File: config.mk
export PLATFORM = sky130hd
export DESIGN_NAME = uart_esram_loader
export DESIGN_NICKNAME = d
export VERILOG_FILES = /design/src/rtl/uart_esram_loader.sv
export SDC_FILE = /design/constraint.sdc
export NUM_CORES = 1
export LEC_CHECK = 0
export ABC_AREA = 0
export BUFFER_PORTS_ARGS = -buffer_cell sky130_fd_sc_hd__buf_2
export CAP_MARGIN = 20
export CORE_MARGIN = 10
export CORE_UTILIZATION = 43
export DETAILED_ROUTE_END_ITERATION = 8
export PLACE_DENSITY = 0.84
export SLEW_MARGIN = 20
export SYNTH_ARGS = -nofsm -noshare
export SYNTH_HDL_FRONTEND = slang
export SYNTH_SLANG_ARGS = --single-unit
export TNS_END_PERCENT = 50
File: constraint.sdc
create_clock -name clk_i -period 2.5 [get_ports clk_i]
set_clock_uncertainty 0.1 [all_clocks]
set_input_delay 0.125 -clock clk_i [delete_from_list [all_inputs] [get_ports clk_i]]
set_output_delay 0.125 -clock clk_i [all_outputs]
set_load 0.005 [all_outputs]
File: src/rtl/uart_esram_loader.sv
// rtl/uart_esram_loader.sv - boot image loader: framed UART bytes -> exec SRAM over TL-UL
// Optional trailing checksum byte is enabled by defining UART_ESRAM_LOADER_CSUM_EN.
package tlul_pkg;
   typedef enum logic [2:0] {PutFullData = 3'h0, PutPartialData = 3'h1, Get = 3'h4} tl_a_op_e;
   typedef enum logic [2:0] {AccessAck = 3'h0, AccessAckData = 3'h1} tl_d_op_e;
   typedef struct packed {
      logic [4:0] rsvd;
      logic [3:0] instr_type;
      logic [6:0] cmd_intg;
      logic [6:0] data_intg;
   } tl_a_user_t;
   parameter tl_a_user_t TL_A_USER_DEFAULT = '{rsvd: 5'd0, instr_type: 4'h9, cmd_intg: 7'd0, data_intg: 7'd0};
   typedef struct packed {
      logic        a_valid;
      tl_a_op_e    a_opcode;
      logic [2:0]  a_param;
      logic [1:0]  a_size;
      logic [7:0]  a_source;
      logic [31:0] a_address;
      logic [3:0]  a_mask;
      logic [31:0] a_data;
      tl_a_user_t  a_user;
      logic        d_ready;
   } tl_h2d_t;
   typedef struct packed {
      logic        d_valid;
      tl_d_op_e    d_opcode;
      logic [2:0]  d_param;
      logic [1:0]  d_size;
      logic [7:0]  d_source;
      logic        d_sink;
      logic [31:0] d_data;
      logic [13:0] d_user;
      logic        d_error;
      logic        a_ready;
   } tl_d2h_t;
endpackage

module uart_esram_loader #(
   parameter logic [31:0] BASE_ADDR = 32'h0000_1000,
   parameter int unsigned MAX_WORDS = 16384,
   parameter logic [7:0]  MAGIC     = 8'hA5
) (
   input  logic              clk_i,
   input  logic              rst_i,
   input  logic              byte_valid_i,
   input  logic [7:0]        byte_i,
   output logic              byte_ready_o,
   output tlul_pkg::tl_h2d_t tl_o,
   input  tlul_pkg::tl_d2h_t tl_i,
   output logic              boot_hold_o,
   output logic              done_o,
   output logic              err_o,
   output logic [14:0]       words_o
);
   typedef enum logic [3:0] {IDLE, LEN0, LEN1, DATA, WRITE, RESP, CSUM, DONE, ERR} state_e;

   state_e      state_q;
   logic [7:0]  len_lo_q;
   logic [15:0] len_q;
   logic [31:0] word_q;
   logic [1:0]  bcnt_q;
   logic [14:0] idx_q;
   logic        a_valid_q;
   logic        boot_hold_q;
   logic        done_q;
   logic        err_q;
`ifdef UART_ESRAM_LOADER_CSUM_EN
   logic [7:0]  csum_q;
`endif

   logic        byte_fire;
   logic [15:0] len_d;
   logic [15:0] idx_d;
   logic        unused_tl;

   assign byte_ready_o = (state_q == IDLE) || (state_q == LEN0) || (state_q == LEN1) ||
                         (state_q == DATA) || (state_q == CSUM);
   assign byte_fire    = byte_valid_i & byte_ready_o;
   assign len_d        = {byte_i, len_lo_q};
   assign idx_d        = {1'b0, idx_q} + 16'd1;
   assign boot_hold_o  = boot_hold_q;
   assign done_o       = done_q;
   assign err_o        = err_q;
   assign words_o      = idx_q;
   assign unused_tl    = ^{tl_i.d_opcode, tl_i.d_param, tl_i.d_size, tl_i.d_source,
                           tl_i.d_sink, tl_i.d_data, tl_i.d_user};

   always_comb begin
      tl_o           = '0;
      tl_o.a_valid   = a_valid_q;
      tl_o.a_opcode  = tlul_pkg::PutFullData;
      tl_o.a_size    = 2'd2;
      tl_o.a_mask    = 4'hF;
      tl_o.a_source  = 8'd0;
      tl_o.a_address = BASE_ADDR + {15'd0, idx_q, 2'b00};
      tl_o.a_data    = word_q;
      tl_o.a_user    = tlul_pkg::TL_A_USER_DEFAULT;
      tl_o.d_ready   = 1'b1;
   end

   always_ff @(posedge clk_i or posedge rst_i) begin
      if (rst_i) begin
         state_q     <= IDLE;
         len_lo_q    <= 8'd0;
         len_q       <= 16'd0;
         word_q      <= 32'd0;
         bcnt_q      <= 2'd0;
         idx_q       <= 15'd0;
         a_valid_q   <= 1'b0;
         boot_hold_q <= 1'b1;
         done_q      <= 1'b0;
         err_q       <= 1'b0;
`ifdef UART_ESRAM_LOADER_CSUM_EN
         csum_q      <= 8'd0;
`endif
      end else begin
         case (state_q)
            IDLE: if (byte_fire && byte_i == MAGIC) state_q <= LEN0;
            LEN0: if (byte_fire) begin
               len_lo_q <= byte_i;
               state_q  <= LEN1;
            end
            LEN1: if (byte_fire) begin
               len_q <= len_d;
               if (len_d > 16'(MAX_WORDS)) begin
                  state_q <= ERR;
                  err_q   <= 1'b1;
               end else if (len_d == 16'd0) begin
`ifdef UART_ESRAM_LOADER_CSUM_EN
                  state_q <= CSUM;
`else
                  state_q     <= DONE;
                  done_q      <= 1'b1;
                  boot_hold_q <= 1'b0;
`endif
               end else begin
                  state_q <= DATA;
               end
            end
            // Little-endian assembly: after four shifts the first byte sits in [7:0].
            DATA: if (byte_fire) begin
               word_q <= {byte_i, word_q[31:8]};
               bcnt_q <= bcnt_q + 2'd1;
`ifdef UART_ESRAM_LOADER_CSUM_EN
               csum_q <= csum_q ^ byte_i;
`endif
               if (bcnt_q == 2'd3) begin
                  state_q   <= WRITE;
                  a_valid_q <= 1'b1;
               end
            end
            WRITE: if (tl_i.a_ready) begin
               state_q   <= RESP;
               a_valid_q <= 1'b0;
            end
            RESP: if (tl_i.d_valid) begin
               if (tl_i.d_error) begin
                  state_q <= ERR;
                  err_q   <= 1'b1;
               end else begin
                  idx_q <= idx_d[14:0];
                  if (idx_d == len_q) begin
`ifdef UART_ESRAM_LOADER_CSUM_EN
                     state_q <= CSUM;
`else
                     state_q     <= DONE;
                     done_q      <= 1'b1;
                     boot_hold_q <= 1'b0;
`endif
                  end else begin
                     state_q <= DATA;
                  end
               end
            end
            CSUM: if (byte_fire) begin
`ifdef UART_ESRAM_LOADER_CSUM_EN
               if (byte_i == csum_q) begin
                  state_q     <= DONE;
                  done_q      <= 1'b1;
                  boot_hold_q <= 1'b0;
               end else begin
                  state_q <= ERR;
                  err_q   <= 1'b1;
               end
`else
               state_q <= ERR;
               err_q   <= 1'b1;
`endif
            end
            DONE:    state_q <= DONE;
            ERR:     state_q <= ERR;
            default: state_q <= ERR;
         endcase
      end
   end
endmodule
==> After elaboration in Yosys (flattened, before gate mapping) <==
Cells that the tools add are included.
{ "word_totals": {"register_bits": 81, "in_bits": 77, "wordCells": 95} }
{ "op_classes": {"add_sub_neg": 3, "n_lt_le_gt_ge": 1, "eq_ne": 24, "mux": 37, "bitwise_logic": 2, "reduce_logical": 18} }
{ "ops": {"columns": ["operator", "count"], "rows": [
  ["4-bit two-way mux", 10],
  ["4-bit case mux with 8 select lines", 1],
  ["1-bit two-way mux", 20],
  ["2-bit inequality test, second input constant", 10],
  ["13-bit by 17-bit adder with 18-bit output, first input constant", 1],
  ["15-bit by 1-bit adder with 16-bit output, second input constant", 1],
  ["16-bit == test", 1],
  ["4-bit by 3-bit == test with 1-bit output, second input constant", 4],
  ["16-bit by 15-bit > comparator with 1-bit output, second input constant", 1],
  ["16-bit zero test", 1],
  ["4-bit by 2-bit == test with 1-bit output, second input constant", 2],
  ["8-bit == test, second input constant", 1],
  ["2-bit by 1-bit inequality test with 1-bit output, second input constant", 4],
  ["8-bit AND reduction", 1],
  ["7-bit AND reduction", 1],
  ["3-bit two-way mux", 2],
  ["1-bit case mux with 2 select lines", 3],
  ["2-bit AND reduction", 3],
  ["6-bit AND reduction", 1],
  ["4-bit by 1-bit == test with 1-bit output, second input constant", 1],
  ["4-bit zero test", 1],
  ["1-bit logical OR", 4],
  ["4-bit AND reduction", 1],
  ["2-bit nonzero test", 2],
  ["8 further kinds", 8]
]} }

==> Depth between registers and ports, before layout <==
{ "logic_depth": {"word_depth": 9, "depth_mapped": 7} }

==> Least setup slack after synthesis <==
OpenSTA, ideal clock, no wires.
{ "synth_timing": {"path_type": "reg-to-reg", "start": "register idx_q[0] (netlist: words_o[0])", "end": "register boot_hold_q (netlist: boot_hold_o)", "setup_ns": 0.078, "arrival_ns": 2.378, "t_required_ns": 2.322, "slack_ns": -0.056, "path_stages_with_launch": 8, "path_cell_list": "dfrtp_1 > ha_1 > xor2_1 > or4_1 > a2111oi_4 > o2111ai_1 > a2111o_1 > and3_1"} }
{ "synth_between": {"elab_chain_len": 4} }
{ "synth_lines": {"columns": ["item", "line", "source"], "rows": [
  ["start: declaration", "63", "logic [14:0] idx_q;"],
  ["start signal: assignment", "162", "idx_q <= idx_d[14:0];"],
  ["15-bit by 1-bit adder with 16-bit output", "81", "assign idx_d = {1'b0, idx_q} + 16'd1;"],
  ["via idx_d[1]", "74", "logic [15:0] idx_d;"],
  ["16-bit == test", "163", "if (idx_d == len_q) begin"],
  ["2-bit inequality test (no source line)", null, null],
  ["7-bit AND reduction (no source line)", null, null],
  ["end signal: assignment", "111", "boot_hold_q <= 1'b1;"],
  ["end signal: assignment", "135", "boot_hold_q <= 1'b0;"],
  ["end signal: assignment", "169", "boot_hold_q <= 1'b0;"],
  ["end: declaration", "65", "logic boot_hold_q;"]
]} }
The timed path passes the listed nets, and every way through them passes these cells.
A chain may end at the register's enable or synchronous reset.

==> Worst setup path after layout <==
{ "layout_timing": {"start": "register idx_q[1] (netlist: words_o[1])", "end": "register boot_hold_q (netlist: boot_hold_o)"} }
The elaborated chain is that of the path after synthesis.

==> metrics.txt <==
type of the tightest min-delay check input port to flip-flop; global-route wire length before repair 16.8 mm; IO buf count 81; highest clock frequency the design can meet 407 MHz; endpoints failing hold 0; number of nets with antenna violations after routing 0; vias per cell 4.91; 1st-iter DRT viols 249; via count of the first global-routing pass 3364; minimum clock period after layout 2.46 ns; required time of the worst setup path 2.68 ns; crit path setup slack, layout 0.0422 ns; cell class contributing the biggest share of worst-path delay compound AO/OA/AOI/OAI gates; initial antenna violation count 0; post-route standard cell area excluding fillers 5320 um2; crit path cell chain ha_4, xor2_1, or4_4, a2111oi_4, o2111ai_2, a2111o_1, and3_1; maximum fanout encountered on the critical timing path 3; Clock Tree Buf Depth 2; RSZ-0062 raised after global routing true; Critical-path top delay cell a2111o_1; final routed DRC violation total 0; synthesized instance count 443; Crit path largest cell delay 0.45 ns; count of inserted antenna diode cells 0; pwr dens 921 nW/um2; CP Data Arrival Time 2.63 ns; root buf cell clkbuf_8; core area 10300 um2; final routed wire length divided by cell count 15.4 um; most used flip-flop cell after synthesis dfrtp_1; I/O pin count 205; Vias 3331; number of nets in the final layout 618; number of buffer and inverter instances along the worst setup path 0; Max rail drop VDD 564 uV; Cell Rows 37; post-synthesis sequential area ratio 0.446; x dimension of the die 123 um; fraction of registers with async set or reset after synthesis 1.00; r2r worst-path depth 7; worst setup path class flip-flop to flip-flop; TritonCTS clock tree done; final setup violating endpoints 0; Mapped Avg Cell Area 10.3 um2; Worst slew margin 0.548; number of storage elements in the synthesis netlist 81; count of yosys warnings during synthesis 0; DP Worst Slack -0.0403 ns; starting density of the core 0.440; Clock Latency Late Sink 0.35 ns; Reg clk slew, reported paths 0.08 ns; Setup crit end kind flip-flop; number of distinct standard cells referenced by the synthesized netlist 62; cell area reported after detailed placement 4940 um2; total global routing track utilization 0.136; fraction of layout instances using a drive strength above 1 0.324; Comb power frac 0.331; weighted congestion at the end of routability-driven global placement 0.900; area grow syn2layout 16.9%; share of the clock period used by the worst path after layout 0.983; startpoint type of the worst setup path flip-flop; WHS Path Cells 4; switching power 1640 uW; max-slew violation total from the final report 0; H-tree Lvls 3; P_int 3260 uW; Slew @ Worst Pin 0.677 ns; Static Leakage 0.00268 uW; cell depth of the worst setup path 7; first drt pass iteration count 4; outcome finished, final reports clean; Chip Height 123 um; Final TNS setup 0 ns; post-detail-place hpwl 8.09 mm; count of flip-flops with a built-in enable after synthesis 0; gr ovfl total 0; Sinks on Clock Net 81; number of buffers added by the clock tree synthesis step 9; total of max-cap violations 0; total standard cell area after synthesis 4550 um2; fraction of power consumed by the clock network 0.239; sequential group share of total power 0.430; switching part of the total 0.334; overall routed net length 10.5 mm; full die area 15100 um2; maximum number of pins on one net before global-route repair 44
area by class of cell:
| cell class | count | area (um2) |
|---|---|---|
| inverters | 6 | 23.8 |
| repair buffers | 117 | 726 |
| multi-input cells | 323 | 2120 |
| clock inverters | 7 | 126 |
| clock buffers | 9 | 124 |
| fillers | 908 | 5010 |
| flip-flops and latches | 81 | 2030 |
| well taps | 136 | 170 |
path summary, 6_finish.rpt:
| check | from | end | slack [ns] |
|---|---|---|---|
| worst min-delay path | tl_i[1] | state_q[3]$_DFFE_PP0P_ | 0.08 |
| max in group asynchronous | rst_i | word_q[22]$_DFFE_PP0P_ | 1.36 |
| worst max register to register | words_o[1]$_DFFE_PP0P_ | boot_hold_o$_DFFE_PP1P_ | 0.04 |
| worst max-delay path | words_o[1]$_DFFE_PP0P_ | boot_hold_o$_DFFE_PP1P_ | 0.04 |
| min in group asynchronous | rst_i | len_q[12]$_DFFE_PP0P_ | 0.29 |
| worst min register to register | err_o$_DFFE_PP0P_ | err_o$_DFFE_PP0P_ | 0.36 |
cells by family after synthesis:
logic type                 synth area share
and+or+nand+nor                       0.164
other                               0.00165
xor gates and xnor gates             0.0704
adders and majority gates           0.00826
AOI/OAI and AO/OA                    0.0594
buffers and inverters                 0.144
DFF                                   0.446
muxes                                 0.106
flip-flops by register name, summed over array words and instances, names as in the netlist:
name         count
word_q          32
len_q           16
words_o         15
len_lo_q         8
state_q          4
bcnt_q           2
a_valid_q        1
boot_hold_o      1
done_o           1
err_o            1
power by group through the flow:
stage	Combinational [uW]	Sequential, uW	Clock [uW]
2_1_floorplan	1140	2070	0
3_3_place_gp	1540	2090	0
3_5_place_dp	1610	2120	0
4_1_cts	1630	2110	1200
5_1_grt	1830	2170	1270
6_report	1620	2110	1170
stage by stage:
| stage | hold slack, ns | std cells | power (uW) | utilization |
|---|---|---|---|---|
| 2_1_floorplan | 0.130 | 501 | 3200 | - |
| 4_1_cts | 0.0519 | 679 | 4930 | 0.514 |
| 3_3_place_gp | 0.133 | 651 | 3630 | 0.478 |
| 3_5_place_dp | 0.141 | 651 | 3730 | 0.478 |
| 6_report | 0.0781 | 679 | 4900 | 0.515 |
| 5_1_grt | 0.103 | 679 | 5270 | 0.515 |
worst reg2reg max path, cell delays in order (launching register included):
cell	delay, ns
dfrtp_1	0.41
ha_4	0.25
xor2_1	0.14
or4_4	0.43
a2111oi_4	0.29
o2111ai_2	0.14
a2111o_1	0.45
and3_1	0.18
placed cells by master (no fill, tap or decap), types with 2 or more instances in the layout:
master / Yosys / layout
buf_4: 74 / 24
mux2_2: 36 / 36
a211oi_1: 2 / 2
or4_4: 1 / 2
conb_1: 2 / 60
buf_12: 0 / 2
nand4_1: 6 / 6
nand2b_1: 4 / 4
a21oi_1: 7 / 7
dfrtp_1: 80 / 79
nor2_1: 18 / 17
buf_2: 1 / 81
dlygate4sd3_1: 0 / 10
a31oi_1: 5 / 5
nor2b_1: 4 / 4
and3_1: 3 / 3
nor4_1: 5 / 5
xnor2_1: 22 / 22
o21ai_0: 5 / 5
ha_1: 3 / 2
xor2_1: 12 / 12
or3_1: 5 / 5
a21o_1: 2 / 2
and2_1: 2 / 2
bufinv_16: 0 / 3
mux2_1: 6 / 6
inv_1: 5 / 4
o211ai_1: 2 / 2
and4_1: 2 / 2
nor4b_1: 2 / 2
or3b_2: 2 / 2
nand2_1: 67 / 67
clkbuf_8: 0 / 9
nand3_1: 14 / 14
cells in the mapped netlist, drive strengths merged (4+ instances only):
| master | number | share of area |
|---|---|---|
| a21oi | 7 | 0.0077 |
| inv | 6 | 0.0050 |
| buf | 77 | 0.13 |
| mux2 | 42 | 0.10 |
| or3 | 5 | 0.0069 |
| nor2b | 4 | 0.0055 |
| xnor2 | 22 | 0.042 |
| a31oi | 5 | 0.0069 |
| nor4 | 6 | 0.0096 |
| nand2b | 4 | 0.0055 |
| xor2 | 12 | 0.023 |
| nand3 | 15 | 0.019 |
| nor2 | 18 | 0.015 |
| nand2 | 67 | 0.055 |
| nand4 | 7 | 0.013 |
| o21ai | 5 | 0.0055 |
| dfrtp | 80 | 0.44 |
| clkbuf | 14 | 0.012 |
timing repair:
item	CTS	global route
cloned	0	0
pin swaps	7	3
gates resized for setup	0	2
hold endpoints to repair	60	0
hold buffers	10	0
setup endpoints to repair	1	3
buffers inserted	2	0
routing by layer:
metal | track usage | share of wire | up-vias | routed length, um
met4 | 0.0560 | 0.019 | 0 | 199
met3 | 0.0556 | 0.13 | 18 | 1400
met5 | 0 | 0 | - | 0
met1 | 0.158 | 0.39 | 1571 | 4130
li1 | - | - | 1572 | -
met2 | 0.219 | 0.45 | 170 | 4740
(Power assumes the default switching activity.)
